[src/rtl/obi_rvalid_stall_gen_if.sv]
// obi_rvalid_stall_gen_if: OBI request/response signals between the harness and the stall model.
interface obi_rvalid_stall_gen_if #(parameter int DATA_WIDTH = 32);
    logic                  req_i;
    logic                  gnt_i;
    logic                  we_i;
    logic [DATA_WIDTH-1:0] rdata_i;
    logic                  gnt_o;
    logic                  rvalid_o;
    logic [DATA_WIDTH-1:0] rdata_o;
    modport slave  (input req_i, gnt_i, we_i, rdata_i, output gnt_o, rdata_o, rvalid_o);
    modport master (output req_i, gnt_i, we_i, rdata_i, input gnt_o, rdata_o, rvalid_o);
endinterface

[src/rtl/obi_rvalid_stall_gen.sv]
// obi_rvalid_stall_gen: in-order OBI response FIFO with programmable per-entry rvalid delay.
module obi_rvalid_stall_gen #(
    parameter int          DATA_WIDTH  = 32,
    parameter int          DEPTH       = 8,
    parameter int          DELAY_WIDTH = 4,
    parameter logic [15:0] LFSR_SEED   = 16'hACE1,
    localparam int         IW          = $clog2(DEPTH),
    localparam int         PW          = IW + 1
) (
    input  logic                   clk_i,
    input  logic                   rst_ni,
    obi_rvalid_stall_gen_if.slave  bus,
    input  logic                   en_stall_i,
    input  logic [1:0]             stall_mode_i,
    input  logic [DELAY_WIDTH-1:0] max_stall_i,
    input  logic [DELAY_WIDTH-1:0] valid_stall_i,
    output logic                   full_o,
    output logic [PW-1:0]          count_o,
    output logic                   overflow_o
);
    localparam logic [1:0] MODE_NONE  = 2'd0;
    localparam logic [1:0] MODE_FIXED = 2'd1;
    localparam logic [1:0] MODE_RAND  = 2'd2;

    logic [PW-1:0]          wptr_q, wptr_d, rptr_q, rptr_d;
    logic [15:0]            lfsr_q, lfsr_d;
    logic                   cap_q, cap_d, ovf_q, ovf_d;
    logic [IW-1:0]          cap_idx_q, cap_idx_d;
    logic                   we_q   [DEPTH];
    logic                   dv_q   [DEPTH];
    logic [DELAY_WIDTH-1:0] dly_q  [DEPTH];
    logic [DATA_WIDTH-1:0]  data_q [DEPTH];
    logic                   push, pop, empty, head_cap;
    logic [IW-1:0]          widx, head;
    logic [DELAY_WIDTH-1:0] rnd, new_dly;

    assign widx       = wptr_q[IW-1:0];
    assign head       = rptr_q[IW-1:0];
    assign empty      = wptr_q == rptr_q;
    assign full_o     = (widx == head) && (wptr_q[IW] != rptr_q[IW]);
    assign count_o    = wptr_q - rptr_q;
    assign overflow_o = ovf_q;
    assign bus.gnt_o  = bus.gnt_i && !full_o;
    assign push       = bus.req_i && bus.gnt_o;
    // A head whose read data arrives this cycle may respond immediately via bypass.
    assign head_cap     = cap_q && (cap_idx_q == head);
    assign pop          = !empty && (dly_q[head] == '0) && (dv_q[head] || head_cap);
    assign bus.rvalid_o = pop;
    assign bus.rdata_o  = (!pop || we_q[head]) ? '0 : head_cap ? bus.rdata_i : data_q[head];
    assign rnd          = lfsr_q[DELAY_WIDTH-1:0];

    always_comb begin
        new_dly   = (!en_stall_i || stall_mode_i == MODE_NONE) ? '0 :
                    (stall_mode_i == MODE_FIXED) ? valid_stall_i :
                    (stall_mode_i == MODE_RAND) ? ((rnd < max_stall_i) ? rnd : max_stall_i) :
                    max_stall_i;
        wptr_d    = wptr_q + PW'(push);
        rptr_d    = rptr_q + PW'(pop);
        cap_d     = push && !bus.we_i;
        cap_idx_d = widx;
        ovf_d     = ovf_q || (bus.req_i && bus.gnt_i && full_o);
        lfsr_d    = (en_stall_i && stall_mode_i == MODE_RAND) ?
                    {lfsr_q[14:0], lfsr_q[15] ^ lfsr_q[13] ^ lfsr_q[12] ^ lfsr_q[10]} : lfsr_q;
    end

    always_ff @(posedge clk_i or negedge rst_ni) begin
        if (!rst_ni) begin
            wptr_q    <= '0;
            rptr_q    <= '0;
            cap_q     <= 1'b0;
            cap_idx_q <= '0;
            ovf_q     <= 1'b0;
            lfsr_q    <= LFSR_SEED;
        end else begin
            wptr_q    <= wptr_d;
            rptr_q    <= rptr_d;
            cap_q     <= cap_d;
            cap_idx_q <= cap_idx_d;
            ovf_q     <= ovf_d;
            lfsr_q    <= lfsr_d;
        end
    end

    // Capture, push and head countdown never collide on one index unless the FIFO is empty.
    always_ff @(posedge clk_i or negedge rst_ni) begin
        if (!rst_ni) begin
            for (int i = 0; i < DEPTH; i++) begin
                we_q[i]   <= 1'b0;
                dv_q[i]   <= 1'b0;
                dly_q[i]  <= '0;
                data_q[i] <= '0;
            end
        end else begin
            if (!empty && dly_q[head] != '0)
                dly_q[head] <= dly_q[head] - DELAY_WIDTH'(1);
            if (cap_q) begin
                data_q[cap_idx_q] <= bus.rdata_i;
                dv_q[cap_idx_q]   <= 1'b1;
            end
            if (push) begin
                we_q[widx]   <= bus.we_i;
                dly_q[widx]  <= new_dly;
                dv_q[widx]   <= bus.we_i;
                data_q[widx] <= '0;
            end
        end
    end
endmodule

[src/flat_wrapper.sv]
// flat-port wrapper written by rule: the top's interface ports become plain ports
module obi_rvalid_stall_gen_flat 
#(
    parameter int          DATA_WIDTH  = 32,
    parameter int          DEPTH       = 8,
    parameter int          DELAY_WIDTH = 4,
    parameter logic [15:0] LFSR_SEED   = 16'hACE1,
    localparam int         IW          = $clog2(DEPTH),
    localparam int         PW          = IW + 1
)
  (clk_i, rst_ni, en_stall_i, stall_mode_i, max_stall_i, valid_stall_i, full_o, count_o, overflow_o, bus_req_i, bus_gnt_i, bus_we_i, bus_rdata_i, bus_gnt_o, bus_rdata_o, bus_rvalid_o);
  obi_rvalid_stall_gen_if #(.DATA_WIDTH(DATA_WIDTH)) bus_i ();
  input  logic clk_i;
  input  logic rst_ni;
  input  logic en_stall_i;
  input  logic [1:0] stall_mode_i;
  input  logic [DELAY_WIDTH-1:0] max_stall_i;
  input  logic [DELAY_WIDTH-1:0] valid_stall_i;
  output logic full_o;
  output logic [PW-1:0] count_o;
  output logic overflow_o;
  input wire logic [$bits(bus_i.req_i)-1:0] bus_req_i;
  input wire logic [$bits(bus_i.gnt_i)-1:0] bus_gnt_i;
  input wire logic [$bits(bus_i.we_i)-1:0] bus_we_i;
  input wire logic [$bits(bus_i.rdata_i)-1:0] bus_rdata_i;
  output wire logic [$bits(bus_i.gnt_o)-1:0] bus_gnt_o;
  output wire logic [$bits(bus_i.rdata_o)-1:0] bus_rdata_o;
  output wire logic [$bits(bus_i.rvalid_o)-1:0] bus_rvalid_o;
  assign bus_i.req_i = bus_req_i;
  assign bus_i.gnt_i = bus_gnt_i;
  assign bus_i.we_i = bus_we_i;
  assign bus_i.rdata_i = bus_rdata_i;
  assign bus_gnt_o = bus_i.gnt_o;
  assign bus_rdata_o = bus_i.rdata_o;
  assign bus_rvalid_o = bus_i.rvalid_o;
  obi_rvalid_stall_gen #(.DATA_WIDTH(DATA_WIDTH), .DEPTH(DEPTH), .DELAY_WIDTH(DELAY_WIDTH), .LFSR_SEED(LFSR_SEED)) u_core (.clk_i(clk_i), .rst_ni(rst_ni), .bus(bus_i), .en_stall_i(en_stall_i), .stall_mode_i(stall_mode_i), .max_stall_i(max_stall_i), .valid_stall_i(valid_stall_i), .full_o(full_o), .count_o(count_o), .overflow_o(overflow_o));
endmodule
[config.mk]
export PLATFORM = sky130hd
export DESIGN_NAME = obi_rvalid_stall_gen_flat
export DESIGN_NICKNAME = d
export VERILOG_FILES = /design/src/rtl/obi_rvalid_stall_gen_if.sv /design/src/rtl/obi_rvalid_stall_gen.sv /design/src/flat_wrapper.sv
export SDC_FILE = /design/constraint.sdc
export NUM_CORES = 1
export LEC_CHECK = 0
export BUFFER_PORTS_ARGS = -buffer_cell sky130_fd_sc_hd__buf_2
export CAP_MARGIN = 20
export CORE_MARGIN = 8
export CORE_UTILIZATION = 29
export DETAILED_ROUTE_END_ITERATION = 10
export GPL_TIMING_DRIVEN = 0
export PLACE_DENSITY = 0.51
export SKIP_CTS_REPAIR_TIMING = 1
export SYNTH_ARGS = -nofsm -noshare
export SYNTH_HDL_FRONTEND = slang
export SYNTH_SLANG_ARGS = --single-unit
[constraint.sdc]
create_clock -name clk_i -period 3.7 [get_ports clk_i]
set_clock_uncertainty 0.15 [all_clocks]
set_input_delay 0.74 -clock clk_i [delete_from_list [all_inputs] [get_ports clk_i]]
set_output_delay 0.74 -clock clk_i [all_outputs]
set_load 0.05 [all_outputs]
==> results by group, run 1 <==
Status
  – Status: complete, but fails checks
  – Failing checks: setup timing

Synth
  – Asr flop ratio synth: 1.00
  – Syn_nets: 1954
  – Post-synthesis cell type count: 60
  – Compound-Gate Fraction of Synth Area: 0.166
  – Syn Area/Cell: 8.89 µm²
  – Largest family of logic cells by synthesized area: simple AND/OR/NAND/NOR gates
  – Cells after synthesis: 1893
  – Synthesized flop and latch total: 333
  – Post-Synth XOR/XNOR Area: 0.00833
  – Post-synth EDFFs: 0
  – Ys Warns: 0
  – Sequential share of the synthesized area: 0.496
  – Ys flop type: dfrtp_1
  – Adder-Cell Fraction of Synth Area: 0.0101
  – Mux share of post-synthesis cell area: 0.0936
  – Simple-gate share of the synthesized area: 0.181
  – Mapped cell area: 16800 µm²

GRT
  – Grt ovf: 0
  – First-pass GRT wire length: 97800 µm
  – Largest net degree at the start of global routing: 117
  – Vias in the first global route: 14500
  – Initial antenna violation count: 3
  – Global-route usage over all layers: 0.197

Layout
  – Synthesis-to-layout area growth: 20.9%
  – Share of cells above drive strength 1: 0.158
  – Design area: 20300 µm²
  – Final-layout fill cell count: 5904
  – Cell Count, Final, Fillers Out: 2813
  – Post-route core utilization: 0.354
  – Final Net Count: 2080

Drt
  – Drt first pass iters: 6
  – # DRC: 0
  – Overall routed net length: 68100 µm
  – Via density: 5.34
  – DRT iter0 DRCs: 1490
  – Routed vias: 15000
  – Routed Antenna Nets: 0
  – Routed wire per std cell: 24.2 µm

Critical path
  – Critical Path Start: u_core.rptr_q[1]
  – Crit path kind: reg2out
  – Largest stage delay, worst path: 0.55 ns
  – Crit start category: flop
  – Worst path arrival time: 3.66 ns
  – CP top delay family: buffers and inverters
  – Reg2reg start: u_core.rptr_q[2]
  – CP endpoint kind: primary output
  – Req. time, crit path: 2.81 ns
  – CP max FO: 10
  – Worst path depth: 12
  – CP endpoint: bus_rdata_o[0]
  – Setup slack, reg-to-reg: 0.08 ns
  – Crit-path cells: buf_8 > buf_8 > buf_12 > mux4_2 > mux2i_4 > ha_2 > o311a_4 > nand3b_1 > or3_4 > buf_16 > a21oi_4 > buf_6
  – R2R depth: 11
  – R2R Path End: u_core.data_q[237]
  – Slowest cell on the critical path: or3_4
  – CP most frequent cell: buf_8
  – CP Buf/Inv Count: 5

Min path
  – Class of the worst hold path: reg2reg
  – HP Start: u_core.wptr_q[0]

Clock tree
  – Clk_lat worst skew: 0.56 ns
  – Clk root buf: clkbuf_16
  – TritonCTS clock tree: done
  – Clk slew on worst S/H paths: 0.06 ns
  – Clock sinks: 333
  – Max clock buf depth: 3
  – Number of buffers created by CTS: 40
  – # H-tree levels: 2

Floorplanning
  – I/O pins: 88
  – Starting density of the core: 0.293
  – # rows: 88
  – Die Wd: 257 µm
  – Core area: 57500 µm²
  – Die Area: 66000 µm²
  – Die Span Y: 257 µm

STA
  – Setup ws final: -0.847 ns
  – Max-slew headroom: 0.237
  – Final hold violation count: 0
  – Final slew viol count: 0
  – Final setup viols: 33
  – Max Fclk: 0.220 GHz
  – RSZ-0062 raised after global routing: true
  – Tmin final: 4.55 ns
  – Final period util: 1.23
  – Worst slew pin tran: 1.14 ns

Power and ir drop
  – Leak: 8.74 nW
  – Power Density: 941 nW/µm²
  – VDD IR-drop max: 0.000531 V

Flow run
  – Max Cap Viol: 0

Placement
  – Placer's final routability congestion estimate: 0.887
  – Area after DPL: 18400 µm²
  – IO Port Bufs: 54
  – DP Worst Slack: -1.91 ns
  – Placed Cells: 2717
  – DP Wirelength: 45000 µm
-- cell type report --
cell class | count | area (µm²) | share of cell area
clock inverter | 9 | 104 | 0.00511
tap | 765 | 957 | 0.0471
inverter | 17 | 73.8 | 0.00363
timing repair buffer | 86 | 855 | 0.0420
multi-input combinational | 1378 | 7970 | 0.392
clock buffer | 61 | 1200 | 0.0590
sequential | 333 | 8350 | 0.410
antenna | 1 | 2.50 | 0.000123
buffer | 163 | 828 | 0.0407
-- synth_stat cells, drive strengths merged, types with 2 or more instances --
cell,number,area [µm²]
nand2,598,2240
dfrtp,325,8130
a21oi,312,1630
clkbuf,138,518
mux2i,77,783
nor2,59,299
mux2,52,586
o22ai,51,319
buf,27,188
o21ai,24,120
nand3,17,90.1
inv,16,60.1
o221ai,16,140
a211oi,13,108
nor2b,13,81.3
xnor2,13,114
ha,12,150
o211ai,12,90.1
mux4,9,206
nand2b,9,56.3
nor3,9,45.0
o22a,9,78.8
or3,9,56.3
dfstp,8,210
nor4,7,43.8
a211o,6,52.6
a22oi,5,37.5
a221oi,4,35.0
a31oi,4,25.0
nand3b,4,30.0
nand4,4,25.0
o31ai,4,30.0
and2,3,18.8
and3,3,18.8
or2,3,18.8
xor2,3,26.3
a22o,2,17.5
a31o,2,17.5
-- metal layers --
| layer | vias to the layer above | share of wire | GRT usage |
|---|---|---|---|
| li1 | 6711 | - | - |
| met1 | 7349 | 0.41 | 0.252 |
| met2 | 769 | 0.45 | 0.308 |
| met3 | 176 | 0.095 | 0.0523 |
| met4 | 4 | 0.046 | 0.0958 |
| met5 | - | 0.00032 | 0 |
-- power by group --
part / internal [mW] / total [mW] / switching (mW)
clock network: 2.31 / 3.94 / 1.63
registers: 5.18 / 6.08 / 0.892
logic: 3.41 / 9.12 / 5.70
total: 10.9 / 19.1 / 8.23
-- logic make-up (layout without fill, tap and decap cells) --
logic type,count (synthesis),in the layout
AO/OA/AOI/OAI,472,472
XOR/XNOR,16,16
adder cells (fa/ha/maj),13,13
buffers and inverters,182,336
flip-flops,333,333
multiplexers,138,138
other,0,1
AND/OR/NAND/NOR,739,739
-- through the flow --
step	setup TNS, ns	hold WS (ns)	power [mW]
after floorplan	-2.70	0.228	11.7
after global placement	-2173.43	0.245	14.3
after detailed placement	-502.00	0.266	14.4
after CTS	-532.77	-0.0794	18.4
after global routing	-26.08	0.288	20.1
final	-24.43	0.276	19.1
-- sequential cells by signal, indices dropped and copies added, names as in the netlist --
| register | flops |
|---|---|
| u_core.data_q | 256 |
| u_core.dly_q | 32 |
| u_core.lfsr_q | 16 |
| u_core.dv_q | 8 |
| u_core.we_q | 8 |
| u_core.rptr_q | 4 |
| u_core.wptr_q | 4 |
| u_core.cap_idx_q | 3 |
| u_core.cap_q | 1 |
| u_core.overflow_o | 1 |
-- placed cells by master, fill, tap and decap left out, types with 18 or more instances in the layout --
cell type and instances:
a21oi_1 291, a21oi_4 20, buf_2 29, buf_4 28
buf_6 21, buf_8 18, clkbuf_1 122, clkbuf_16 41
clkbuf_2 22, dfrtp_1 323, mux2_2 52, mux2i_1 74
nand2_1 596, nor2_1 46, o21ai_0 23, o22ai_1 50
-- how the worst min path moves through the flow --
| stage | end | cells after the start |
|---|---|---|
| after global placement | u_core.cap_idx_q[0] | 0 |
| after floorplan | u_core.cap_idx_q[0] | 0 |
| after detailed placement | u_core.cap_idx_q[0] | 0 |
| after global routing | u_core.overflow_o | 2 |
| final | u_core.cap_idx_q[0] | 0 |
| after CTS | u_core.data_q[37] | 1 |
No activity file was read; power rests on OpenSTA's default activity.
==> run 2: changes to the inputs <==
Clock period 3.7 ns to 3.81 ns, I/O delays scaled along.
==> results by group, run 2 (same netlist as run 1, synthesis figures left out) <==
STA
  – Setup ws final: -0.719 ns (+0.128 ns)
  – Max-slew headroom: 0.223 (-0.0139)
  – Final slew viol count: 0 (unchanged)
  – Final setup viols: 32 (-3.0%)
  – RSZ-0062 raised after global routing: true
  – Final period util: 1.19
  – Worst slew pin tran: 1.16 ns (+0.0207 ns)
  – Tmin final: 4.53 ns
  – Max Fclk: 0.221 GHz
  – Final hold violation count: 0 (unchanged)
  – TNS Setup: -20.86 ns (+3.57 ns)

GRT
  – Global-route usage over all layers: 0.201 (+0.00368)
  – Vias in the first global route: 14800 (+1.8%)
  – Largest net degree at the start of global routing: 101 (-14%)
  – First-pass GRT wire length: 100000 µm (+2.2%)
  – Grt ovf: 0 (unchanged)
  – Initial antenna violation count: 1 (-2)

Clock tree
  – # H-tree levels: 2 (unchanged)
  – Clk slew on worst S/H paths: 0.06 ns (about the same)
  – Clk_lat worst skew: 0.57 ns (about the same)
  – Max clock buf depth: 3 (unchanged)
  – Number of buffers created by CTS: 40 (unchanged)
  – Clock sinks: 333 (unchanged)
  – Clk root buf: clkbuf_16
  – TritonCTS clock tree: done

Placement
  – Area after DPL: 18400 µm² (about the same)
  – Placed Cells: 2717 (unchanged)
  – Placer's final routability congestion estimate: 0.906 (+2.2%)
  – DP Wirelength: 45900 µm (+1.9%)
  – IO Port Bufs: 54 (unchanged)

Drt
  – Routed vias: 15200 (+0.95%)
  – Routed wire per std cell: 24.5 µm (+1.3%)
  – Routed Antenna Nets: 0 (unchanged)
  – DRT iter0 DRCs: 1569 (+5.3%)
  – # DRC: 0 (unchanged)
  – Overall routed net length: 68900 µm (+1.2%)
  – Via density: 5.39 (+1.1%)
  – Drt first pass iters: 6 (unchanged)

Critical path
  – Req. time, crit path: 2.90 ns (+0.09 ns)
  – Largest stage delay, worst path: 0.53 ns (-0.02 ns)
  – Crit path kind: reg2out
  – Worst path arrival time: 3.62 ns (-0.04 ns)
  – Crit-path cells: buf_8 > buf_12 > mux4_2 > mux2i_4 > ha_2 > o311a_4 > nand3b_1 > or3_4 > buf_12 > a21oi_4 > buf_6
  – Slowest cell on the critical path: mux4_2
  – CP endpoint kind: primary output
  – CP max FO: 7 (-3)
  – CP most frequent cell: buf_12
  – Crit start category: flop

Layout
  – Most frequent cells in the layout: nand2_1 (596), dfrtp_1 (323), a21oi_1 (291)
  – Max reg flops: 256 (unchanged)
  – Largest regs: u_core.data_q: 256 flops, u_core.dly_q: 32 flops, u_core.lfsr_q: 16 flops
  – Share of cells above drive strength 1: 0.156 (-0.00270)
  – Storage element area: 8350 µm² (unchanged)
  – Multi-input gate area: 8010 µm² (+0.42%)
  – Design area: 20300 µm² (-0.18%)
  – Final-layout fill cell count: 5906 (+0.034%)
  – Cell Count, Final, Fillers Out: 2810 (-0.11%)
  – Commonest non-fill, non-tap cell in the layout: nand2_1
  – Biggest register: u_core.data_q
  – Synthesis-to-layout area growth: 20.7%
  – Final Net Count: 2074 (-0.29%)

Status
  – Status: complete, but fails checks
  – Failing checks: setup timing

Floorplanning
  – Die Wd: 257 µm (unchanged)
  – I/O pins: 88 (unchanged)
  – Die Span Y: 257 µm (unchanged)
  – # rows: 88 (unchanged)
  – Core area: 57500 µm² (unchanged)
  – Starting density of the core: 0.293 (unchanged)
  – Die Area: 66000 µm² (unchanged)

Min path
  – Class of the worst hold path: in2async

Power and ir drop
  – Leak: 8.68 nW (-0.65%)
  – Power Density: 914 nW/µm² (-2.9%)
  – VDD IR-drop max: 0.000414 V (-22%)

Flow run
  – Max Cap Viol: 0 (unchanged)
[run 2: cell types whose count changed in the layout (fill, tap and decap cells not counted), moves of 2 or more]
cell / previous run / this run
clkbuf_8: 12 / 7
buf_6: 21 / 25
nor2_2: 0 / 2
inv_6: 0 / 3
buf_12: 5 / 7
buf_8: 18 / 15
clkbuf_1: 122 / 128
clkbuf_2: 22 / 19
buf_2: 29 / 26
buf_4: 28 / 23
clkinv_8: 3 / 0
clkbuf_16: 41 / 44
clkinv_2: 5 / 7
[run 2: area by class of cell]
cell class	count	area share
inverter	17	0.00351
antenna	1	0.000123
buffer	161	0.0402
clock buffer	62	0.0579
tap	765	0.0471
sequential	333	0.411
multi-input combinational	1378	0.394
clock inverter	11	0.00339
timing repair buffer	82	0.0423
[run 2: path summary, 6_finish.rpt]
kind	startpoint	endpoint	slack, ns	cells past startpoint
hold reg to reg	u_core.wptr_q[0]	u_core.cap_idx_q[0]	0.27	0
setup / recovery	u_core.rptr_q[0]	bus_rdata_o[0]	-0.72	11
hold / removal	rst_ni	u_core.data_q[57]	0.03	1
min in group clk_i	u_core.wptr_q[0]	u_core.cap_idx_q[0]	0.27	0
max in group asynchronous	rst_ni	u_core.data_q[209]	2.23	3
setup reg to reg	u_core.rptr_q[2]	u_core.data_q[125]	0.10	10
[run 2: report_power, final]
part           internal (mW)  total (mW)  switching (mW)
combinational           3.31        8.89            5.58
sequential              5.03        5.92           0.884
clock                   2.13        3.74            1.61
[run 2: per-stage QoR]
step           hold WS (ns)  setup slack [ns]   util  total power [mW]
6_report             0.0301            -0.719  0.353              18.5
4_1_cts              0.0677             -2.32  0.342              17.8
3_5_place_dp          0.251             -1.70  0.320              14.1
3_3_place_gp          0.248             -5.53  0.318              13.9
5_1_grt              0.0783            -0.813  0.353              19.5
2_1_floorplan         0.228           -0.0155      -              11.4
[run 2: worst max-delay path, delay by kind of cell, from the launching register on]
family | cells | cell delay [ns]
muxes | 2 | 0.70
buffers and inverters | 4 | 0.65
and+or+nand+nor | 2 | 0.62
DFF | 1 | 0.44
AOI/OAI and AO/OA | 2 | 0.41
adders and majority gates | 1 | 0.20
[run 2: metal layers]
metal | part of all wire | vias to the layer above | track usage
met5 | 0 | - | 0
met4 | 0.042 | 0 | 0.0819
met3 | 0.085 | 164 | 0.0423
met2 | 0.46 | 721 | 0.314
met1 | 0.42 | 7541 | 0.270
li1 | - | 6725 | -
==> run 3: changes to the inputs <==
Settings changed: BUFFER_PORTS_ARGS -buffer_cell sky130_fd_sc_hd__buf_2 to default, DONT_BUFFER_PORTS from default to 1, HOLD_SLACK_MARGIN from default to 0.08, PLACE_DENSITY 0.51 to 0.5.
==> results by group, run 3 (same netlist as run 1, synthesis figures left out) <==
Layout
  – Post-route core utilization: 0.343 (-0.00993)
  – Max reg flops: 256 (unchanged)
  – Largest regs: u_core.data_q: 256 flops, u_core.dly_q: 32 flops, u_core.lfsr_q: 16 flops
  – Biggest register: u_core.data_q
  – Synthesis-to-layout area growth: 17.3%
  – Share of cells above drive strength 1: 0.133 (-0.0226)
  – Most frequent cells in the layout: nand2_1 (596), dfrtp_1 (323), a21oi_1 (291)
  – Cell Count, Final, Fillers Out: 2758 (-1.9%)
  – Final Net Count: 2025 (-2.4%)
  – Commonest non-fill, non-tap cell in the layout: nand2_1
  – Final-layout fill cell count: 5907 (+0.017%)
  – Antenna Cells: 0 (-1)

Critical path
  – Worst path arrival time: 3.67 ns (+0.05 ns)
  – Crit-path cells: buf_8 > buf_12 > mux4_2 > mux2i_4 > ha_2 > o311a_4 > nand3b_1 > or3_4 > a211oi_4
  – Crit start category: flop
  – Critical Path Start: u_core.rptr_q[0]
  – R2R Path End: u_core.data_q[6]
  – CP max FO: 7 (unchanged)
  – CP endpoint kind: primary output
  – Worst path depth: 9 (-2)
  – Largest stage delay, worst path: 0.68 ns (+0.15 ns)
  – Crit path kind: reg2out
  – Reg2reg start: u_core.rptr_q[2]
  – Slowest cell on the critical path: a211oi_4
  – CP top delay family: compound AO/OA/AOI/OAI gates
  – CP Buf/Inv Count: 2 (-2)
  – Setup slack, reg-to-reg: 0.16 ns (+0.06 ns)
  – R2R depth: 12 (+2)
  – Req. time, crit path: 2.90 ns (about the same)
  – CP endpoint: bus_rdata_o[30]

STA
  – Max-slew headroom: 0.0960 (-0.127)
  – Final period util: 1.20 (+0.0152)
  – Max Fclk: 0.218 GHz (-1.3%)
  – Tmin final: 4.59 ns (+0.0580 ns)
  – Final setup viols: 33 (+3.1%)
  – Final hold violation count: 204 (+204)
  – WHS: -0.245 ns (-0.276 ns)
  – Final slew viol count: 0 (unchanged)
  – Worst slew pin tran: 1.36 ns (+0.200 ns)
  – RSZ-0062 raised after global routing: true
  – Setup ws final: -0.777 ns (-0.0580 ns)

Drt
  – Routed vias: 14900 (-1.8%)
  – Drt first pass iters: 5 (-1)
  – # DRC: 0 (unchanged)
  – DRT iter0 DRCs: 1589 (+1.3%)
  – Routed Antenna Nets: 0 (unchanged)
  – Via density: 5.39 (about the same)
  – Overall routed net length: 68700 µm (-0.39%)
  – Routed wire per std cell: 24.9 µm (+1.5%)

Floorplanning
  – # rows: 88 (unchanged)
  – Die Wd: 257 µm (unchanged)
  – Starting density of the core: 0.293 (unchanged)
  – Core area: 57500 µm² (unchanged)
  – I/O pins: 88 (unchanged)
  – Die Span Y: 257 µm (unchanged)
  – Die Area: 66000 µm² (unchanged)

Status
  – Failing checks: hold timing, setup timing
  – Status: complete, but fails checks

Clock tree
  – Clk slew on worst S/H paths: 0.06 ns (about the same)
  – Clock sinks: 333 (unchanged)
  – TritonCTS clock tree: done
  – Max clock buf depth: 3 (unchanged)
  – Clk_lat worst skew: 0.56 ns (about the same)
  – Number of buffers created by CTS: 40 (unchanged)
  – Clk root buf: clkbuf_16
  – # H-tree levels: 2 (unchanged)

Power and ir drop
  – VDD IR-drop max: 0.000409 V (-1.3%)
  – Power Density: 929 nW/µm² (+1.7%)
  – Total power: 18.3 mW (-1.1%)
  – Leak: 8.37 nW (-3.6%)

Flow run
  – Max Cap Viol: 0 (unchanged)

Placement
  – DP Wirelength: 45300 µm (-1.2%)
  – Placed Cells: 2662 (-2.0%)
  – IO Port Bufs: 0 (-100%)
  – Placer's final routability congestion estimate: 0.925 (+2.1%)

GRT
  – Largest net degree at the start of global routing: 334 (+230%)
  – Global-route usage over all layers: 0.201 (+0.000255)
  – First-pass GRT wire length: 100000 µm (+0.14%)
  – Vias in the first global route: 14400 (-2.3%)
  – Grt ovf: 0 (unchanged)
  – Initial antenna violation count: 1 (unchanged)

Min path
  – Class of the worst hold path: in2async
## run 3: cell types whose count changed in the layout (fill, tap and decap cells not counted), sizes merged
| cell | previous run | this run |
|---|---|---|
| buf | 103 | 56 |
| clkbuf | 202 | 198 |
| inv | 18 | 16 |
| bufinv | 0 | 1 |
| clkinv | 7 | 8 |
| diode | 1 | 0 |
## run 3: worst reg2reg max path, stage by stage, from the launching register on
cell	delay, ns
dfrtp_1	0.35
buf_2	0.17
inv_2	0.13
buf_8	0.21
buf_6	0.23
ha_4	0.24
and3_1	0.21
a21oi_2	0.31
nand2_1	0.18
nor2_1	0.46
buf_4	0.31
clkbuf_1	0.46
a21oi_1	0.10
## run 3: metrics by stage
stage                     setup slack (ns)  TNS [ns]  cell area (µm²)
final                               -0.777    -21.90            19700
after global routing                -0.873    -24.63            19700
after CTS                            -2.11   -441.86            19300
after detailed placement             -1.56   -413.20            18000
after global placement               -1.80   -443.38            18000
after floorplan                    -0.0155    -0.276            17000
## run 3: power breakdown
part           internal, mW  switching (mW)  leakage [nW]
registers              5.03           0.895          4.26
clock network          2.21            1.58         0.631
logic                  3.16            5.46          3.48
total                  10.4            7.93          8.37
## run 3: how the worst min path moves through the flow
stage,end,from,depth (start not counted)
after global routing,u_core.data_q[217],rst_ni,0
after floorplan,u_core.cap_idx_q[0],u_core.wptr_q[0],0
after CTS,u_core.data_q[189],rst_ni,0
after global placement,u_core.cap_idx_q[0],u_core.wptr_q[0],0
after detailed placement,u_core.cap_idx_q[0],u_core.wptr_q[0],0
final,u_core.data_q[189],rst_ni,0
## run 3: layout make-up
class | count | area (µm²) | area share
flip-flops and latches | 333 | 8350 | 0.423
clock inverters | 11 | 95.1 | 0.00482
clock buffers | 60 | 1180 | 0.0597
plain buffers | 161 | 802 | 0.0406
repair buffers | 33 | 293 | 0.0148
well taps | 765 | 957 | 0.0485
inverters | 17 | 75.1 | 0.00380
multi-input cells | 1378 | 7990 | 0.405
## run 3: layer usage
layer  vias to the layer above  track usage  part of all wire
met1                      7440        0.273              0.42
met2                       697        0.312              0.46
li1                       6609            -                 -
met3                       127       0.0482             0.089
met4                         2       0.0693             0.033
met5                         -            0           0.00019
